File: src/rtl/nvram_ioctl_bridge.sv
// nvram_ioctl_bridge: streams the 256-byte NVRAM shadow array to/from the HPS over ioctl, with a dirty flag for autosave.
module nvram_ioctl_bridge #(
  parameter logic [7:0] NV_INDEX = 8'd4,
  parameter int AW = 8
) (
  input  logic          clk,
  input  logic          reset_n,
  input  logic [7:0]    ioctl_index,
  input  logic          ioctl_download,
  input  logic          ioctl_upload,
  input  logic          ioctl_wr,
  input  logic          ioctl_rd,
  input  logic [15:0]   ioctl_addr,
  input  logic [7:0]    ioctl_dout,
  output logic [7:0]    ioctl_din,
  output logic          ioctl_wait,
  input  logic          nv_busy,
  input  logic          store_done,
  output logic          sh_sel,
  output logic [AW-1:0] sh_addr,
  output logic          sh_we,
  output logic [7:0]    sh_din,
  input  logic [7:0]    sh_dout,
  output logic          nv_dirty
);
  typedef enum logic [2:0] {IDLE, DL_STALL, DL_WRITE, UL_STALL, UL_ADDR, UL_DATA} state_t;
  state_t state, next;
  logic dl_act, ul_act, dl_q, ul_q, in_range, dl_go, ul_go, ul_oob;
  logic wait_n, sel_n, we_n;
  assign dl_act   = ioctl_download && ioctl_index == NV_INDEX;
  assign ul_act   = ioctl_upload && ioctl_index == NV_INDEX;
  assign in_range = ioctl_addr[15:AW] == '0;
  assign dl_go    = state == IDLE && ioctl_wr && dl_act && in_range;
  assign ul_go    = state == IDLE && ioctl_rd && ul_act && in_range && !dl_go;
  assign ul_oob   = state == IDLE && ioctl_rd && ul_act && !in_range && !dl_go;
  always_ff @(posedge clk)
    if (!reset_n) state <= IDLE;
    else state <= next;
  always_comb begin
    next = state;
    case (state)
      IDLE:     next = dl_go ? (nv_busy ? DL_STALL : DL_WRITE) : ul_go ? (nv_busy ? UL_STALL : UL_ADDR) : IDLE;
      DL_STALL: next = !dl_act ? IDLE : nv_busy ? DL_STALL : DL_WRITE;
      DL_WRITE: next = IDLE;
      UL_STALL: next = !ul_act ? IDLE : nv_busy ? UL_STALL : UL_ADDR;
      UL_ADDR:  next = UL_DATA;
      UL_DATA:  next = IDLE;
      default:  next = IDLE;
    endcase
  end
  // A write issued straight from IDLE never stalls the host; one released from DL_STALL keeps wait through the write.
  always_comb begin
    wait_n = next != IDLE && !(state == IDLE && next == DL_WRITE);
    sel_n  = next inside {DL_WRITE, UL_ADDR, UL_DATA};
    we_n   = next == DL_WRITE;
  end
  always_ff @(posedge clk) begin
    if (!reset_n) begin
      ioctl_wait <= 1'b0;
      ioctl_din  <= 8'h00;
      sh_sel     <= 1'b0;
      sh_we      <= 1'b0;
      sh_addr    <= '0;
      sh_din     <= 8'h00;
      nv_dirty   <= 1'b0;
      dl_q       <= 1'b0;
      ul_q       <= 1'b0;
    end else begin
      ioctl_wait <= wait_n;
      sh_sel     <= sel_n;
      sh_we      <= we_n;
      dl_q       <= dl_act;
      ul_q       <= ul_act;
      if (dl_go || ul_go) sh_addr <= ioctl_addr[AW-1:0];
      if (dl_go) sh_din <= ioctl_dout;
      if (state == UL_DATA) ioctl_din <= sh_dout;
      else if (ul_oob) ioctl_din <= 8'hFF;
      nv_dirty <= store_done || (nv_dirty && !(dl_q && !dl_act) && !(ul_q && !ul_act));
    end
  end
endmodule

File: config.mk
export PLATFORM = sky130hd
export DESIGN_NAME = nvram_ioctl_bridge
export DESIGN_NICKNAME = d
export VERILOG_FILES = /design/src/rtl/nvram_ioctl_bridge.sv
export SDC_FILE = /design/constraint.sdc
export NUM_CORES = 1
export LEC_CHECK = 0
export CORE_MARGIN = 1.5
export CORE_UTILIZATION = 43
export CTS_BUF_LIST = sky130_fd_sc_hd__clkbuf_8
export DETAILED_ROUTE_END_ITERATION = 10
export PLACE_DENSITY = 0.87
export REMOVE_ABC_BUFFERS = 1
export SYNTH_ARGS = -nofsm -noshare
export SYNTH_HDL_FRONTEND = slang
export SYNTH_SLANG_ARGS = --single-unit
export TNS_END_PERCENT = 50
File: constraint.sdc
create_clock -name clk -period 5 [get_ports clk]
set_input_delay 1.5 -clock clk [delete_from_list [all_inputs] [get_ports clk]]
set_output_delay 1.5 -clock clk [all_outputs]
set_load 0.01 [all_outputs]
[Yosys cells after proc, flatten, opt, wreduce, memory -nomap -nowiden]
Cells that the tools add are included.
Storage, ports and cells
  flip-flop bits (word level): 33
  input bits: 48
  output and inout port bits: 28
  word-level logic and storage cells: 58
Cells by class
  equality and inequality tests: 8
  multiplexer cells: 9
  reductions and logical operators: 31
Operator list (number)
  $logic_and A1 B1 Y1: 17
  $mux W8: 2
  $eq A3 B3 Y1 const B: 4
  $mux W3: 4
  $pmux W3 S4: 1
  $eq A8 B3 Y1 const B: 1
  $logic_not A8 Y1: 1
  $logic_not A1 Y1: 7
  $eq A3 B2 Y1 const B: 2
  $reduce_bool A3 Y1: 2
  $mux W2: 2
  $eq A3 B1 Y1 const B: 1
  $logic_not A3 Y1: 1
  $logic_or A1 B1 Y1: 2
  $reduce_bool A2 Y1: 1

[Logic depth before layout (Yosys ltp)]
  depth after elaboration: 13
  gate-level depth with buffers: 7
  depth with buffers taken out: 5

[Worst setup path after synthesis]
No wires, ideal clock.
  path kind: input-to-reg
  start point: input port ioctl_index[1]
  end point: register ioctl_wait
  setup time: 87 ps
  arrival: 2836 ps
  data required time: 4913 ps
  slack: 2077 ps
  stages on the path: 5
  path buffers: 0
  path through: nor4b_2 -> nand2_2 -> or4b_4 -> o2bb2ai_2 -> a221oi_2
On the way
  longest elaborated chain between the ends: 13
  elaborated cells on any way between the ends: 19
  those cells by class: eq/ne (2); mux (5); reduce/logical (12)
Ends and longest elaborated chain
  from (decl): line 8  | input logic [7:0] ioctl_index,
  $eq A8 B3 Y1 *: line 30, 31
  $logic_and A1 B1 Y1: line 30  | assign dl_act = ioctl_download && ioctl_index == NV_INDEX;
  $logic_and A1 B1 Y1 (2 in series): line 33  | assign dl_go = state == IDLE && ioctl_wr && dl_act && in_range;
  $logic_not A1 Y1: line 34  | assign ul_go = state == IDLE && ioctl_rd && ul_act && in_range && !dl_go;
  $logic_and A1 B1 Y1: line 34
  $mux W3 (2 in series): line 42  | IDLE: next = dl_go ? (nv_busy ? DL_STALL : DL_WRITE) : ul_go ? (nv_busy ? UL_STALL : UL_ADDR) : IDLE;
  $pmux W3 S4 *: line 41  | case (state)
  $eq A3 B2 Y1: line 53  | wait_n = next != IDLE && !(state == IDLE && next == DL_WRITE);
  $logic_and A1 B1 Y1: line 53
  $logic_not A1 Y1: line 53
  $logic_and A1 B1 Y1 *: line 53
  to (signal assigned): line 69  | ioctl_wait <= wait_n;
  to (decl): line 16  | output logic ioctl_wait,
Mark *: on every way between the ends. The rest lies on a longest branch, timed or not.
A chain may end at the register's enable or synchronous reset.

[Final worst setup path]
  start point: input port ioctl_download
  end point: register sh_we
On the way
  longest elaborated chain between the ends: 9
  elaborated cells on any way between the ends: 10
  those cells by class: eq/ne (1); mux (4); reduce/logical (5)
Ends and longest elaborated chain
  from (decl): line 9  | input logic ioctl_download,
  $logic_and A1 B1 Y1 *: line 30
  $logic_and A1 B1 Y1 (2 in series): line 33
  $logic_not A1 Y1: line 34
  $logic_and A1 B1 Y1: line 34
  $mux W3 (2 in series): line 42
  $pmux W3 S4 *: line 41
  $eq A3 B2 Y1 *: line 55  | we_n = next == DL_WRITE;
  to (signal assigned): line 71  | sh_we <= we_n;
  to (decl): line 21  | output logic sh_we,
Marked as above.

==> flow_summary_export.csv <==
group,metric,value,unit
logic_synthesis,ys_seq_area_frac,0.464,
drt,vias_per_cell,5.18,
logic_synthesis,synth_xor_area_frac,0,
floorplanning,die_area,3660,um2
logic_synthesis,ys_top_cells_by_area,"dfxtp_1, mux2i_1, nor2b_1",
timing,timing.fmax,278,MHz
finish,nets,256,
logic_synthesis,ys_types,38,
timing,final-setup-viol-count,0,
pwr,p_clk_frac,0.431,
critical_path,crit_chain,"clkdlybuf4s50_1 -> nor2b_1 -> nand4_1 -> a211oi_2 -> o2bb2ai_1 -> nor3b_1",
clock_network,cts.sinks,33,
finish,drive_gt1_frac,0.139,
logic_synthesis,synth_compound_area_frac,0.173,
critical_path,cp_top_family,"compound AO/OA/AOI/OAI gates",
logic_synthesis,yosysMostFrequentCell,"dfxtp_1",
floorplanning,rows,20,
floorplanning,die_x,60.5,um
drt,drt_iter0_drc,46,
hold_path,hp-class,"reg2reg",
logic_synthesis,synth_top_family_by_area,"simple AND/OR/NAND/NOR gates",
placement,gp_routability_congestion,0.986,
grt,grt_pass1_vias,1315,
timing,min_period,3.60,ns
timing,rsz0062_at_grt,"false",
timing,setup_tns,0,ns
pwr,p_seq_frac,0.462,
logic_synthesis,async_reset_ff_frac,0,
critical_path,critPathArrivalTime,3.74,ns
logic_synthesis,synth_area_leader_cell,"dfxtp_1",
drt,dr.pass1.iters,4,
pwr,swShare,0.188,
logic_synthesis,synthMuxAreaShare,0.113,
critical_path,path_class,"in2reg",
critical_path,cp_slowest_cell,"a211oi_2",
logic_synthesis,syn_area_per_cell,10.7,um2
drt,vias,1311,
logic_synthesis,synthFlopType,"dfxtp_1",
clock_network,cts_hold_buf,0,
grt,grt_start_max_net_pins,29,
logic_synthesis,synth-simple-area-share,0.208,
clock_network,clk_pin_slew,0.06,ns
timing,maxSlewHeadroom,0.369,
pwr,combPwrFrac,0.107,
logic_synthesis,synthAdderAreaFrac,0,
drt,drt-total-wl,3.61,mm
timing,slew_violations,0,
clock_network,tritoncts,"built",
logic_synthesis,syn_inst,133,
pwr,p_leak,0.000783,uW
floorplanning,core,3100,um2
floorplanning,io_pins,76,
clock_network,cts_buffers,5,
placement,place_hpwl,2.77,mm
run_status,status,"completed",
critical_path,start_kind,"input port",
clock_network,cts_setup_buffers,0,
clock_network,clk_latency,0.28,ns
finish,final_util,0.747,
clock_network,cts-resized-gates,0,
timing,hold_viol,0,
run,maxCapViolCount,0,
critical_path,cp-end-kind,"flop",
pwr,cellInternalPower,468,uW
pwr,power.switching,109,uW
timing,finClkSkew,0.00479,ns
logic_synthesis,synth_common_cells,"dfxtp_1, nor2b_1, mux2i_1",
timing,timing.final.crit_share,0.720,
drt,drcViolationCount,0,
logic_synthesis,synth_seq_cells,33,
grt,antenna_found_initial,0,
finish,regArea,661,um2
clock_network,clockBufferDepth,2,
floorplanning,initial_core_util,0.458,
clock_network,root_buffer,"clkbuf_8",
grt,grtUsageTotal,0.221,
floorplanning,chipHeight,60.5,um
logic_synthesis,ys.warnings.count,0,
drt,ant_nets,0,
finish,fill_cells,232,
timing,holdWs,0.514,ns
logic_synthesis,synth_top_area_frac,0.464,
critical_path,crit_path_max_incr_delay,0.82,ns
logic_synthesis,synth-edff-count,0,
finish,areaGrowthSynthToFinish,62.9,%
finish,n_antenna_cell,0,
clock_network,htreeDepth,2,
finish,multi_input_area,712,um2
critical_path,cp_num_buf_inv,1,
pwr,powerDensity,249,nW/um2
grt,grt_remaining_overflow,0,
pwr,ir_drop,0.000255,V
placement,port_buffers,75,
timing,worst_pin_slew,0.944,ns
logic_synthesis,synth_area,1420,um2
critical_path,cp_data_required_time,5.14,ns
drt,wl_per_cell,14.3,um
critical_path,critPathMaxFanout,10,
grt,grt_first_pass_wirelength,5.84,mm
state kept, by name, summed over array words and instances, names as in the netlist:
name,flops
ul_q,1
sh_sel,1
state,3
sh_din,8
ioctl_wait,1
nv_dirty,1
dl_q,1
sh_we,1
sh_addr,8
ioctl_din,8
tightest hold or removal path: cells and delay by family, from the launching register on:
family	cells	cell delay (ns)
flops	1	0.32
simple gates	1	0.09
mux	1	0.06
metal layers:
metal  part of all wire  GRT usage  up-vias
li1                   -          -      640
met1               0.37      0.228      598
met2               0.50      0.377       67
met3               0.11      0.111        6
met4              0.016     0.0994        0
met5                  0          0        -
metrics by stage:
stage                     cell area, um2  std cells  total power [uW]  setup slack, ns
after floorplan                     1380        125               286             1.44
after global placement              2200        245               332             1.25
after detailed placement            2200        245               334             1.13
after CTS                           2320        253               584             1.42
after global routing                2320        253               599             1.24
final                               2320        253               577             1.40
kinds of logic after synthesis:
logic type,after synthesis
AO/OA/AOI/OAI,26
buffers and inverters,12
flip-flops,33
multiplexers,16
AND/OR/NAND/NOR,46
path summary, 6_finish.rpt:
check	start	to	slack (ns)	depth (start not counted)
worst max-delay path	ioctl_download	sh_we	1.40	6
worst min-delay path	sh_din[0]	sh_din[0]	0.51	2
worst max register to register	state[1]	sh_we	2.73	5
worst min register to register	sh_din[0]	sh_din[0]	0.51	2
power groups by stage:
stage | clock network (uW) | registers (uW) | logic, uW
floorplan | 0 | 273 | 13.0
global placement | 0 | 272 | 59.7
detailed placement | 0 | 272 | 61.3
CTS | 256 | 267 | 61.7
global route | 267 | 267 | 65.7
finish | 249 | 267 | 61.6
layout make-up:
cell class / instances / area share
well taps: 44 / 0.0238
repair buffers: 76 / 0.327
multi-input cells: 88 / 0.307
clock inverters: 2 / 0.0146
flip-flops and latches: 33 / 0.285
inverters: 4 / 0.00648
clock buffers: 6 / 0.0356
placed cells by master, fill, tap and decap left out:
| cell | synthesis | layout |
|---|---|---|
| clkdlybuf4s50_1 | 0 | 75 |
| dfxtp_1 | 33 | 33 |
| nor2b_1 | 17 | 17 |
| mux2i_1 | 16 | 16 |
| nand2_1 | 9 | 9 |
| o221a_2 | 8 | 8 |
| clkbuf_8 | 1 | 6 |
| inv_1 | 4 | 5 |
| nor2_1 | 4 | 4 |
| nor4_1 | 3 | 3 |
| o21ai_0 | 2 | 2 |
| a41oi_1 | 2 | 2 |
| o21a_1 | 2 | 2 |
| and3_1 | 2 | 2 |
| nor4_2 | 1 | 1 |
| nor4b_2 | 1 | 1 |
| nand2_2 | 1 | 1 |
| nor4b_4 | 1 | 1 |
| nand4_1 | 1 | 1 |
| or4b_4 | 1 | 1 |
| and2_2 | 1 | 1 |
| nor3_2 | 0 | 1 |
| a31o_2 | 1 | 1 |
| o2bb2ai_2 | 1 | 1 |
| a211oi_2 | 0 | 1 |
| a21oi_1 | 1 | 1 |
| nor3_1 | 2 | 1 |
| o21ba_2 | 1 | 1 |
| or3_1 | 1 | 1 |
| o21ai_2 | 1 | 1 |
| o311a_1 | 1 | 1 |
| o311ai_0 | 1 | 1 |
| o2bb2ai_1 | 1 | 1 |
| a221oi_2 | 1 | 1 |
| a211oi_1 | 2 | 1 |
| nor3b_1 | 1 | 1 |
| a221oi_1 | 1 | 1 |
| bufinv_16 | 0 | 1 |
| buf_4 | 1 | 1 |
Note: power is estimated with default switching activity, not from simulation.
